==> src/rtl/rv_ctl.sv <==
// Multicycle RV32I control FSM (fetch/decode/exec/mem/writeback) for the rv_dp datapath.
// Optional: define RV_CTL_ILLEGAL_HALT_EN to halt on unsupported opcodes instead of skipping them.
module rv_ctl #(
  parameter int DPWIDTH = 32
) (
  input  logic               clk,
  input  logic               rst,
  input  logic [DPWIDTH-1:0] instr,
  input  logic               zero,
  input  logic               mem_ready,
  output logic               pcsourse,
  output logic               pcwrite,
  output logic               pccen,
  output logic               irwrite,
  output logic [1:0]         wbsel,
  output logic               regwen,
  output logic [1:0]         immsel,
  output logic [1:0]         asel,
  output logic [1:0]         bsel,
  output logic [3:0]         alusel,
  output logic               mdrwrite,
  output logic               dmem_we,
  output logic               illegal
);

  localparam logic       PC_PLUS4   = 1'b0;
  localparam logic       PC_ALU     = 1'b1;
  localparam logic [1:0] WB_MDR     = 2'd0;
  localparam logic [1:0] WB_ALUOUT  = 2'd1;
  localparam logic [1:0] WB_PC      = 2'd2;
  localparam logic [1:0] IMM_J      = 2'd0;
  localparam logic [1:0] IMM_B      = 2'd1;
  localparam logic [1:0] IMM_S      = 2'd2;
  localparam logic [1:0] IMM_L      = 2'd3;
  localparam logic [1:0] ALUA_PCC   = 2'd0;
  localparam logic [1:0] ALUA_REG   = 2'd1;
  localparam logic [1:0] ALUB_REG   = 2'd0;
  localparam logic [1:0] ALUB_IMM   = 2'd1;
  localparam logic [3:0] ALU_ADD    = 4'd0;
  localparam logic [3:0] ALU_SUB    = 4'd1;
  localparam logic [3:0] ALU_SLL    = 4'd2;
  localparam logic [3:0] ALU_SLT    = 4'd3;
  localparam logic [3:0] ALU_SLTU   = 4'd4;
  localparam logic [3:0] ALU_XOR    = 4'd5;
  localparam logic [3:0] ALU_SRL    = 4'd6;
  localparam logic [3:0] ALU_SRA    = 4'd7;
  localparam logic [3:0] ALU_OR     = 4'd8;
  localparam logic [3:0] ALU_AND    = 4'd9;

  localparam logic [6:0] OP_R      = 7'b0110011;
  localparam logic [6:0] OP_I      = 7'b0010011;
  localparam logic [6:0] OP_LOAD   = 7'b0000011;
  localparam logic [6:0] OP_STORE  = 7'b0100011;
  localparam logic [6:0] OP_BRANCH = 7'b1100011;
  localparam logic [6:0] OP_JAL    = 7'b1101111;

  typedef enum logic [3:0] {
    FETCH, DECODE, EXEC, MEM_RD, MEM_WR, WB, WBM, JUMP, ILLEGAL, HALT
  } state_t;

  state_t state, next_state;

  logic [6:0] opcode;
  logic [2:0] funct3;
  logic       bit30;
  logic       unused_bits;

  assign opcode      = instr[6:0];
  assign funct3      = instr[14:12];
  assign bit30       = instr[30];
  assign unused_bits = ^{instr[DPWIDTH-1:31], instr[29:15], instr[11:7]};

  function automatic logic [3:0] alu_op(input logic [2:0] f3, input logic r_type, input logic b30);
    case (f3)
      3'b000:  alu_op = (r_type && b30) ? ALU_SUB : ALU_ADD;
      3'b001:  alu_op = ALU_SLL;
      3'b010:  alu_op = ALU_SLT;
      3'b011:  alu_op = ALU_SLTU;
      3'b100:  alu_op = ALU_XOR;
      3'b101:  alu_op = b30 ? ALU_SRA : ALU_SRL;
      3'b110:  alu_op = ALU_OR;
      default: alu_op = ALU_AND;
    endcase
  endfunction

  always_ff @(posedge clk) begin
    if (rst) state <= FETCH;
    else     state <= next_state;
  end

`ifdef RV_CTL_ILLEGAL_HALT_EN
  logic illegal_q;

  always_ff @(posedge clk) begin
    if (rst)                  illegal_q <= 1'b0;
    else if (state == ILLEGAL) illegal_q <= 1'b1;
  end

  assign illegal = illegal_q;
`else
  assign illegal = 1'b0;
`endif

  always_comb begin
    next_state = state;
    pcsourse   = PC_PLUS4;
    pcwrite    = 1'b0;
    pccen      = 1'b0;
    irwrite    = 1'b0;
    wbsel      = WB_ALUOUT;
    regwen     = 1'b0;
    immsel     = IMM_L;
    asel       = ALUA_REG;
    bsel       = ALUB_IMM;
    alusel     = ALU_ADD;
    mdrwrite   = 1'b0;
    dmem_we    = 1'b0;

    case (state)
      FETCH: begin
        if (mem_ready) begin
          irwrite    = 1'b1;
          pccen      = 1'b1;
          pcwrite    = 1'b1;
          next_state = DECODE;
        end
      end

      // aluout = pcc + imm is the branch/jump target used later.
      DECODE: begin
        asel   = ALUA_PCC;
        immsel = (opcode == OP_JAL) ? IMM_J : IMM_B;
        case (opcode)
          OP_R, OP_I, OP_LOAD, OP_STORE, OP_BRANCH: next_state = EXEC;
          OP_JAL:                                   next_state = JUMP;
          default:                                  next_state = ILLEGAL;
        endcase
      end

      EXEC: begin
        case (opcode)
          OP_R: begin
            bsel       = ALUB_REG;
            alusel     = alu_op(funct3, 1'b1, bit30);
            next_state = WB;
          end
          OP_I: begin
            alusel     = alu_op(funct3, 1'b0, bit30);
            next_state = WB;
          end
          OP_LOAD: next_state = MEM_RD;
          OP_STORE: begin
            immsel     = IMM_S;
            next_state = MEM_WR;
          end
          default: begin
            bsel       = ALUB_REG;
            next_state = FETCH;
            case (funct3)
              3'b000: begin alusel = ALU_SUB;  pcwrite = zero;  end
              3'b001: begin alusel = ALU_SUB;  pcwrite = !zero; end
              3'b100: begin alusel = ALU_SLT;  pcwrite = !zero; end
              3'b101: begin alusel = ALU_SLT;  pcwrite = zero;  end
              3'b110: begin alusel = ALU_SLTU; pcwrite = !zero; end
              3'b111: begin alusel = ALU_SLTU; pcwrite = zero;  end
              default: pcwrite = 1'b0;
            endcase
            if (pcwrite) pcsourse = PC_ALU;
          end
        endcase
      end

      MEM_RD: begin
        mdrwrite = mem_ready;
        if (mem_ready) next_state = WBM;
      end

      MEM_WR: begin
        immsel  = IMM_S;
        dmem_we = 1'b1;
        if (mem_ready) next_state = FETCH;
      end

      WB: begin
        regwen     = 1'b1;
        wbsel      = WB_ALUOUT;
        next_state = FETCH;
      end

      WBM: begin
        regwen     = 1'b1;
        wbsel      = WB_MDR;
        next_state = FETCH;
      end

      JUMP: begin
        regwen     = 1'b1;
        wbsel      = WB_PC;
        pcwrite    = 1'b1;
        pcsourse   = PC_ALU;
        next_state = FETCH;
      end

`ifdef RV_CTL_ILLEGAL_HALT_EN
      ILLEGAL: next_state = HALT;
      HALT:    next_state = HALT;
`else
      ILLEGAL: next_state = FETCH;
      HALT:    next_state = FETCH;
`endif

      default: next_state = FETCH;
    endcase

    // A reset cycle must never leak a write into the datapath.
    if (rst) begin
      pcwrite  = 1'b0;
      pccen    = 1'b0;
      irwrite  = 1'b0;
      regwen   = 1'b0;
      mdrwrite = 1'b0;
      dmem_we  = 1'b0;
    end
  end

endmodule

==> config.mk <==
export PLATFORM = sky130hd
export DESIGN_NAME = rv_ctl
export DESIGN_NICKNAME = d
export VERILOG_FILES = /design/src/rtl/rv_ctl.sv
export SDC_FILE = /design/constraint.sdc
export NUM_CORES = 1
export LEC_CHECK = 0
export ABC_AREA = 1
export ABC_CLOCK_PERIOD_IN_PS = 2400
export CAP_MARGIN = 20
export CORE_AREA = 4 4 49 51
export CTS_BUF_LIST = sky130_fd_sc_hd__clkbuf_4
export CTS_CLUSTER_SIZE = 24
export DETAILED_ROUTE_END_ITERATION = 7
export DIE_AREA = 0 0 53 55
export GPL_TIMING_DRIVEN = 0
export HOLD_SLACK_MARGIN = 0.08
export PLACE_DENSITY = 0.84
export SYNTH_ARGS = -nofsm -noshare
export SYNTH_HDL_FRONTEND = slang
export SYNTH_SLANG_ARGS = --single-unit
==> constraint.sdc <==
create_clock -name clk -period 2.4 [get_ports clk]
set_clock_uncertainty 0.15 [all_clocks]
set_input_delay 0.6 -clock clk [delete_from_list [all_inputs] [get_ports clk]]
set_output_delay 0.6 -clock clk [all_outputs]
set_load 0.05 [all_outputs]
Word-level counts from Yosys, hierarchy flattened

Index checks and enable logic that the tools add are counted.

Register bits after elaboration: 4
Input bits: 36
Output and inout port bits: 20
Word-level logic and storage cells: 77

Eq/ne operators: 23
Muxes and demuxes: 38
Reduce and logical (&&, ||, !) cells: 15

Operator list:

| operator             | count |
|---|---|
| $pmux W4 S7          | 2 |
| $mux W1              | 22 |
| $pmux W4 S5          | 1 |
| $pmux W3 S3          | 2 |
| $eq A4 B3 Y1 const B | 4 |
| $mux W4              | 4 |
| $eq A7 B6 Y1 const B | 2 |
| $eq A7 B7 Y1 const B | 2 |
| $eq A3 B3 Y1 const B | 4 |
| $pmux W4 S3          | 1 |
| $reduce_or A3 Y1     | 4 |
| $reduce_or A2 Y1     | 5 |
| $eq A4 B2 Y1 const B | 2 |
| $pmux W4 S2          | 1 |
| $eq A7 B2 Y1 const B | 1 |
| $eq A7 B5 Y1 const B | 1 |
| $eq A3 B2 Y1 const B | 2 |
| $ne A2 B2 Y1 const B | 3 |
| $pmux W2 S3          | 1 |
| $reduce_or A5 Y1     | 1 |
| $eq A4 B1 Y1 const B | 1 |
| $logic_not A4 Y1     | 1 |
| $pmux W1 S2          | 2 |
| $pmux W2 S2          | 1 |
| 6 further kinds      | 6 |

Logic depth before layout (Yosys ltp)

Gate-level depths: netlist (run 1).

Depth after elaboration: 8
Depth in mapped cells: 9
Gate-level depth less buffers: 9

Worst setup path before layout (run 1)

Ideal clock, no wire load.

Path type: register -> output
Start: register state[2]
End: output port pcwrite
Arrival: 2.152 ns
Required time: 1.650 ns
Slack: -0.502 ns
Stages on the path, launching flop included: 9
Path buffers: 0
Path through: dfxtp_1 -> inv_1 -> nor2_1 -> nand2_1 -> nor2_1 -> inv_1 -> nand3_1 -> nand2_1 -> inv_1

Word-level cells in the longest chain between the ends: 3
Elaborated cells between the ends (all ways): 5
Those cells by class: eq/ne (2); mux (2); reduce/logical (1)

Ends and longest elaborated chain:

| item                                 | RTL line | source |
|---|---|---|
| start: declaration                   | 61       | `state_t state, next_state;` |
| start signal: assignment             | 88       | `else state <= next_state;` |
| $eq A4 B3 Y1 (tied with other cells) | 119      | `case (state)` |
| $pmux W1 S3 (*)                      | 119      |  |
| $mux W1 (*)                          | 216      | `if (rst) begin` |
| end: declaration                     | 12       | `output logic pcwrite,` |

Every way passes the cells marked *; elsewhere a longest branch is shown, timed or not.

Worst setup path in the final report (run 1)

Start: input port instr[4]
End: output port alusel[1]

Word-level cells in the longest chain between the ends: 4
Elaborated cells between the ends (all ways): 7
Those cells by class: eq/ne (4); mux (2); reduce/logical (1)

Ends and longest elaborated chain:

| item                                                | RTL line | source |
|---|---|---|
| start: declaration                                  | 8        | `input logic [DPWIDTH-1:0] instr,` |
| $eq A7 B6 Y1 / $eq A7 B2 Y1 (equally long branches) | 141      | `case (opcode)` |
| $reduce_or A2 Y1 (no line)                          | --       |  |
| $pmux W4 S3 (*)                                     | 141      |  |
| $mux W4 (*)                                         | 119      |  |
| end: declaration                                    | 20       | `output logic [3:0] alusel,` |

Marked as above.

==> results of run 1 <==
[how the worst max path moves through the flow]
stage,from,endpoint,slack (ns)
after floorplan,rst,mdrwrite,-0.25
after global placement,instr[1],alusel[0],-0.96
after detailed placement,instr[4],alusel[0],-0.99
after CTS,mem_ready,pccen,0.009
after global routing,mem_ready,pccen,-0.01
final,instr[4],alusel[1],0.04
[logic make-up after synthesis]
family | Yosys count | synth area share
other cells | 1 | 0.00557
buf+inv | 33 | 0.206
compound gates | 21 | 0.191
simple gates | 71 | 0.478
flops | 4 | 0.119
[cell usage in the layout (no fill, tap or decap), types with 2 or more instances in the layout]
cell,count
a21oi_1,5
a21oi_2,4
a31o_1,2
buf_2,6
buf_4,16
buf_6,6
clkbuf_2,4
clkbuf_4,5
clkdlybuf4s50_1,3
conb_1,3
dfxtp_1,4
dlygate4sd2_1,4
inv_1,18
inv_2,8
nand2_1,23
nand2_2,11
nand2_4,2
nand3_1,7
nand3_2,4
nor2_1,9
nor2_2,4
nor2_4,6
nor3_1,3
o21ai_0,4
o21ai_1,2
o21ai_2,2
[through the flow]
step,cell area [um^2],power [mW],utilization
floorplan,707,0.181,-
global placement,1040,0.230,0.536
detailed placement,1040,0.232,0.536
CTS,1120,0.322,0.576
global route,1190,0.358,0.613
finish,1190,0.335,0.613
[final cells by class]
class,count,area (um^2)
well taps,27,33.8
repair buffers,39,314
flip-flops and latches,4,80.1
clock buffers,3,22.5
fillers,189,752
inverters,28,113
plain buffers,5,33.8
multi-input cells,96,593
[power by group]
group / internal (mW) / total (mW) / switching [mW]
clock network: 0.0559 / 0.0833 / 0.0274
registers: 0.0704 / 0.0742 / 0.00376
logic: 0.0640 / 0.178 / 0.114
total: 0.190 / 0.335 / 0.145
[repair_timing]
| item | 4_1_cts | 5_1_grt |
|---|---|---|
| hold endpoints to repair | 0 | 0 |
| cloned | 1 | 0 |
| resized for setup | 126 | 24 |
| pin swaps | 14 | 11 |
| setup buffers | 4 | 5 |
| endpoints found under the setup margin | 16 | 10 |
[worst register-to-register path, stage by stage (launching register included)]
cell and delay [ns]:
dfxtp_1 0.32, inv_1 0.07, nand2_2 0.08, inv_2 0.08, nand3_2 0.12, inv_2 0.16, nand2_1 0.07, nand2_1 0.06
nand2_1 0.06, a21oi_2 0.11
[layer usage]
metal  up-vias  global-route usage  share of wire
li1        493                   -              -
met3         4              0.0241          0.052
met2        30               0.277           0.54
met1       433               0.152           0.40
met5         -                   0              0
met4         0              0.0553          0.015
==> flow_summary_export.csv, run 1 <==
group,metric,value,unit
timing,whs,0.480,ns
synthesis,synth_area_leader_cell,"nand2_1",
place,dp_hpwl,1.52,mm
grt,antenna_found_initial,0,
place,place_congestion,0.809,
layout,reg_top3,"state (4)",
critical_path,cp_max_fo,5,
power_and_ir_drop,peakVddDrop,0.182,mV
floorplan,rows,16,
critical_path,r2r_cells,9,
grt,grt_use_total,0.142,
synthesis,synth.avg_cell_area,5.18,um^2
layout,nets,213,
grt,grt_pass1_wl,3.13,mm
timing,rsz0062_at_grt,"true",
synthesis,synth_seq_cells,4,
layout,drive_above_1_share,0.486,
critical_path,cp_top_family,"buffers and inverters",
worst_hold_path,holdPathStages,4,
timing,final-hold-violation-count,0,
clock_network,clock_sinks,4,
floorplan,initial_core_util,0.347,
timing,finalWorstSetupSlack,0.0394,ns
timing,finalCriticalPeriod,2.36,ns
synthesis,synth_top_area_share,0.178,
critical_path,slowest_delay,0.18,ns
routing,routed_wirelength,2.09,mm
synthesis,synth-edff-count,0,
critical_path,startpoint_type,"input pin",
clock_network,ctsHoldBuffers,0,
routing,drt_iter0_markers,16,
critical_path,regToRegEndpoint,"state[2]$_SDFFE_PP0P_",
worst_hold_path,min_to,"state[3]$_SDFFE_PP0P_",
synthesis,synth_commonest_cells,"nand2_1, inv_1, nor2_1",
worst_hold_path,hold_start,"state[0]$_SDFFE_PP0P_",
synthesis,ys_seq_area_frac,0.119,
routing,vias,960,
layout,syn_to_final_growth,76.8,%
routing,wl_per_cell,10.4,um
timing,setup-tns-final,0,ns
clock_network,cts_max_path_buffers,2,
synthesis,synth.area.top_cells,"nand2_1, inv_1, dfxtp_1",
critical_path,cp.arrival,1.61,ns
layout,top_register,"state",
synthesis,ys_warn_count,0,
layout,fin_cells,202,
timing,maxSlewViolCount,0,
clock_network,cts_inserted_buffers,3,
place,dp_slack,-0.994,ns
synthesis,ys_async_sr_fraction,0,
clock_network,clk_pin_slew,0.04,ns
critical_path,r2r_slack,1.06,ns
critical_path,worst-path-buf-inv,4,
critical_path,worstPathRequired,1.65,ns
floorplan,die-area,2920,um^2
run_status,status,"completed",
synthesis,synth_flop_cell,"dfxtp_1",
power_and_ir_drop,power.density,282,nW/um^2
critical_path,crit_cells,9,
timing,fmax,424,MHz
timing,setup-violations-final,0,
critical_path,critPathSlowestCell,"a21oi_4",
clock_network,root_buffer,"clkbuf_4",
floorplan,chipHeight,55,um
synthesis,syn-instance-count,130,
synthesis,synth_area,673,um^2
floorplan,io_pins,56,
critical_path,end_kind,"primary output",
routing,vias_per_cell,4.75,
clock_network,clkLatencyLatePin,0.23,ns
critical_path,crit_type,"in2out",
grt,overflow,0,
critical_path,r2r-start,"state[3]$_SDFFE_PP0P_",
routing,first_pass_iters,4,
power_and_ir_drop,leakage,0.592,nW
layout,largest_reg_flops,4,
floorplan,core_region_area,1940,um^2
layout,antennaDiodeCount,0,
critical_path,worstPathCellList,"buf_2, inv_4, nand3_4, a21oi_4, nor2_4, buf_4, a21oi_2, nor2_2, buf_6",
place,portBuffers,30,
synthesis,ys_types,22,
grt,grt_pass1_vias,809,
routing,antenna_left,0,
timing,fin_crit_sh,0.984,
run,maxCapViolations,0,
worst_hold_path,hold_path_class,"reg2reg",
grt,grt_max_degree,10,
floorplan,die_w,53,um
clock_network,htree_levels,1,
synthesis,synth_most_common_cell,"nand2_1",
place,dp_cells,189,
routing,remaining_drc_errors,0,
clock_network,cts_tree,"built",
No activity file was read; power rests on OpenSTA's default activity.
==> inputs of run 2 (changes only) <==
--- a/config.mk
+++ b/config.mk
@@ -8,14 +8,16 @@
 export ABC_AREA = 1
 export ABC_CLOCK_PERIOD_IN_PS = 2400
 export CAP_MARGIN = 20
-export CORE_AREA = 4 4 49 51
-export CTS_BUF_LIST = sky130_fd_sc_hd__clkbuf_4
+export CELL_PAD_IN_SITES_DETAIL_PLACEMENT = 0
+export CELL_PAD_IN_SITES_GLOBAL_PLACEMENT = 2
+export CORE_AREA = 4 4 55 57
 export CTS_CLUSTER_SIZE = 24
 export DETAILED_ROUTE_END_ITERATION = 7
-export DIE_AREA = 0 0 53 55
+export DIE_AREA = 0 0 59 61
+export DONT_BUFFER_PORTS = 1
 export GPL_TIMING_DRIVEN = 0
 export HOLD_SLACK_MARGIN = 0.08
-export PLACE_DENSITY = 0.84
+export PLACE_DENSITY_LB_ADDON = 0.1
 export SYNTH_ARGS = -nofsm -noshare
 export SYNTH_HDL_FRONTEND = slang
 export SYNTH_SLANG_ARGS = --single-unit
==> run 2 against run 1 <==
Core utilization shrank 24 points. Clock-buffer cell count unchanged. Worst hold slack lost 0.014 ns. Maximum frequency rose by 0.27%. Critical path depth fell by 1. Routed wire length down 14%. Critical path type unchanged. Largest cell class unchanged.
==> flow_summary_export.csv, run 2 (synthesized netlist as in run 1, its figures left out) <==
group,metric,value,unit
place,place_area,759,um^2
critical_path,cp_max_fo,7,
layout,syn_to_final_growth,35.5,%
critical_path,worst-path-buf-inv,2,
layout,drive_above_1_share,0.371,
layout,reg_top3,"state (4)",
layout,regArea,83.8,um^2
worst_hold_path,hold_start,"mem_ready",
place,dp_hpwl,1.53,mm
timing,maxSlewHeadroom,0.608,
critical_path,cp.arrival,1.60,ns
clock_network,htree_levels,1,
routing,wl_per_cell,10.6,um
layout,multiInputGateArea,591,um^2
critical_path,r2r_cells,10,
clock_network,cts_tree,"built",
clock_network,clk_pin_slew,0.03,ns
floorplan,rows,18,
power_and_ir_drop,power.density,311,nW/um^2
floorplan,die_w,59,um
critical_path,cp_top_family,"simple AND/OR/NAND/NOR gates",
floorplan,die-area,3600,um^2
timing,setup-tns-final,0,ns
routing,vias_per_cell,4.80,
critical_path,setup.worst_path.end,"pcwrite",
grt,grt_pass1_wl,2.99,mm
layout,antennaDiodeCount,0,
clock_network,cts_inserted_buffers,3,
critical_path,startpoint_type,"input pin",
critical_path,worstPathCellList,"inv_2, nand2_1, a21oi_4, nor2_4, nand2_1, nand3_2, nand2_2, clkinvlp_4",
timing,final-hold-violation-count,0,
routing,remaining_drc_errors,0,
grt,grt_use_total,0.102,
floorplan,chipHeight,61,um
floorplan,io_pins,56,
critical_path,r2r_slack,1.06,ns
place,place_congestion,0.737,
timing,fin_crit_sh,0.981,
grt,overflow,0,
timing,rsz0062_at_grt,"true",
floorplan,core_region_area,2480,um^2
timing,finalWorstSetupSlack,0.0457,ns
clock_network,root_buffer,"clkbuf_4",
timing,maxSlewViolCount,0,
layout,layout_common_cells,"nand2_1, inv_1, nor2_4, nand3_1",
timing,setup-violations-final,0,
floorplan,initial_core_util,0.272,
layout,final_cell_area,912,um^2
grt,antenna_found_initial,0,
clock_network,clock_sinks,4,
timing,fmax,425,MHz
timing,worst-slew-pin-transition,0.587,ns
critical_path,slowest_delay,0.23,ns
place,portBuffers,0,
critical_path,crit_path_frequent_cell,"nand2_1",
layout,fillCellCount,298,
critical_path,end_kind,"primary output",
routing,antenna_left,0,
grt,grt_max_degree,10,
clock_network,cts_max_path_buffers,2,
layout,layout_commonest_cell,"nand2_1",
critical_path,crit_type,"in2out",
clock_network,clkLatencyLatePin,0.22,ns
power_and_ir_drop,peakVddDrop,0.222,mV
layout,top_register,"state",
run_status,status,"completed",
run,maxCapViolations,0,
routing,routed_wirelength,1.81,mm
critical_path,crit_start,"instr[6]",
power_and_ir_drop,leakage,0.431,nW
critical_path,regToRegEndpoint,"state[2]$_SDFFE_PP0P_",
routing,drt_iter0_markers,22,
critical_path,crit_cells,8,
place,dp_slack,-0.270,ns
grt,grt_pass1_vias,702,
layout,nets,178,
critical_path,critPathSlowestCell,"clkinvlp_4",
routing,vias,816,
layout,largest_reg_flops,4,
timing,finalCriticalPeriod,2.35,ns
critical_path,r2r-start,"state[3]$_SDFFE_PP0P_",
critical_path,worstPathRequired,1.65,ns
routing,first_pass_iters,4,
worst_hold_path,hold_path_class,"in2reg",
==> run 2: repair_timing <==
action | in CTS | in global routing
pin swaps | 1 | 6
hold buffers | 0 | 0
setup endpoints to repair | 9 | 8
resized for setup | 11 | 22
buffers inserted | 0 | 2
gates cloned | 0 | 1
==> run 2: report_power, final <==
group          internal, mW  switching [mW]  total [mW]
Sequential           0.0708         0.00465      0.0754
Combinational        0.0317          0.0994       0.131
Clock                0.0556          0.0217      0.0773
==> run 2: metal layers <==
layer	global-route usage	vias up	share of wire
li1	-	422	-
met1	0.148	352	0.46
met2	0.161	42	0.42
met3	0.0191	0	0.13
met4	0.00971	0	0
met5	0	-	0
==> run 2: cell type report <==
| type | count | share of cell area |
|---|---|---|
| multi-input cells | 96 | 0.647 |
| flip-flops and latches | 4 | 0.0919 |
| well taps | 30 | 0.0412 |
| repair buffers | 4 | 0.0329 |
| plain buffers | 5 | 0.0370 |
| inverters | 28 | 0.125 |
| clock buffers | 3 | 0.0247 |
==> run 2: worst register-to-register path, delay by kind of cell, from the launching register on <==
kind	cells	cell delay [ns]
AND/OR/NAND/NOR	5	0.37
flip-flops	1	0.36
AO/OA/AOI/OAI	1	0.05
buffers and inverters	4	0.28
==> run 2: worst min path at each step <==
| stage | end | slack (ns) | cells past startpoint |
|---|---|---|---|
| final | state[0]$_SDFFE_PP0P_ | 0.47 | 3 |
| after global routing | state[0]$_SDFFE_PP0P_ | 0.47 | 3 |
| after CTS | state[0]$_SDFFE_PP0P_ | 0.46 | 3 |
| after detailed placement | state[1]$_SDFFE_PP0P_ | 0.50 | 5 |
| after global placement | state[1]$_SDFFE_PP0P_ | 0.49 | 4 |
| after floorplan | state[1]$_SDFFE_PP0P_ | 0.45 | 4 |
==> run 2: per-stage QoR <==
stage	utilization	instances	hold WS (ns)	power (mW)
finish	0.368	170	0.466	0.284
global route	0.368	170	0.472	0.305
CTS	0.332	167	0.462	0.277
detailed placement	0.307	164	0.501	0.193
global placement	0.301	162	0.493	0.194
floorplan	-	132	0.445	0.181
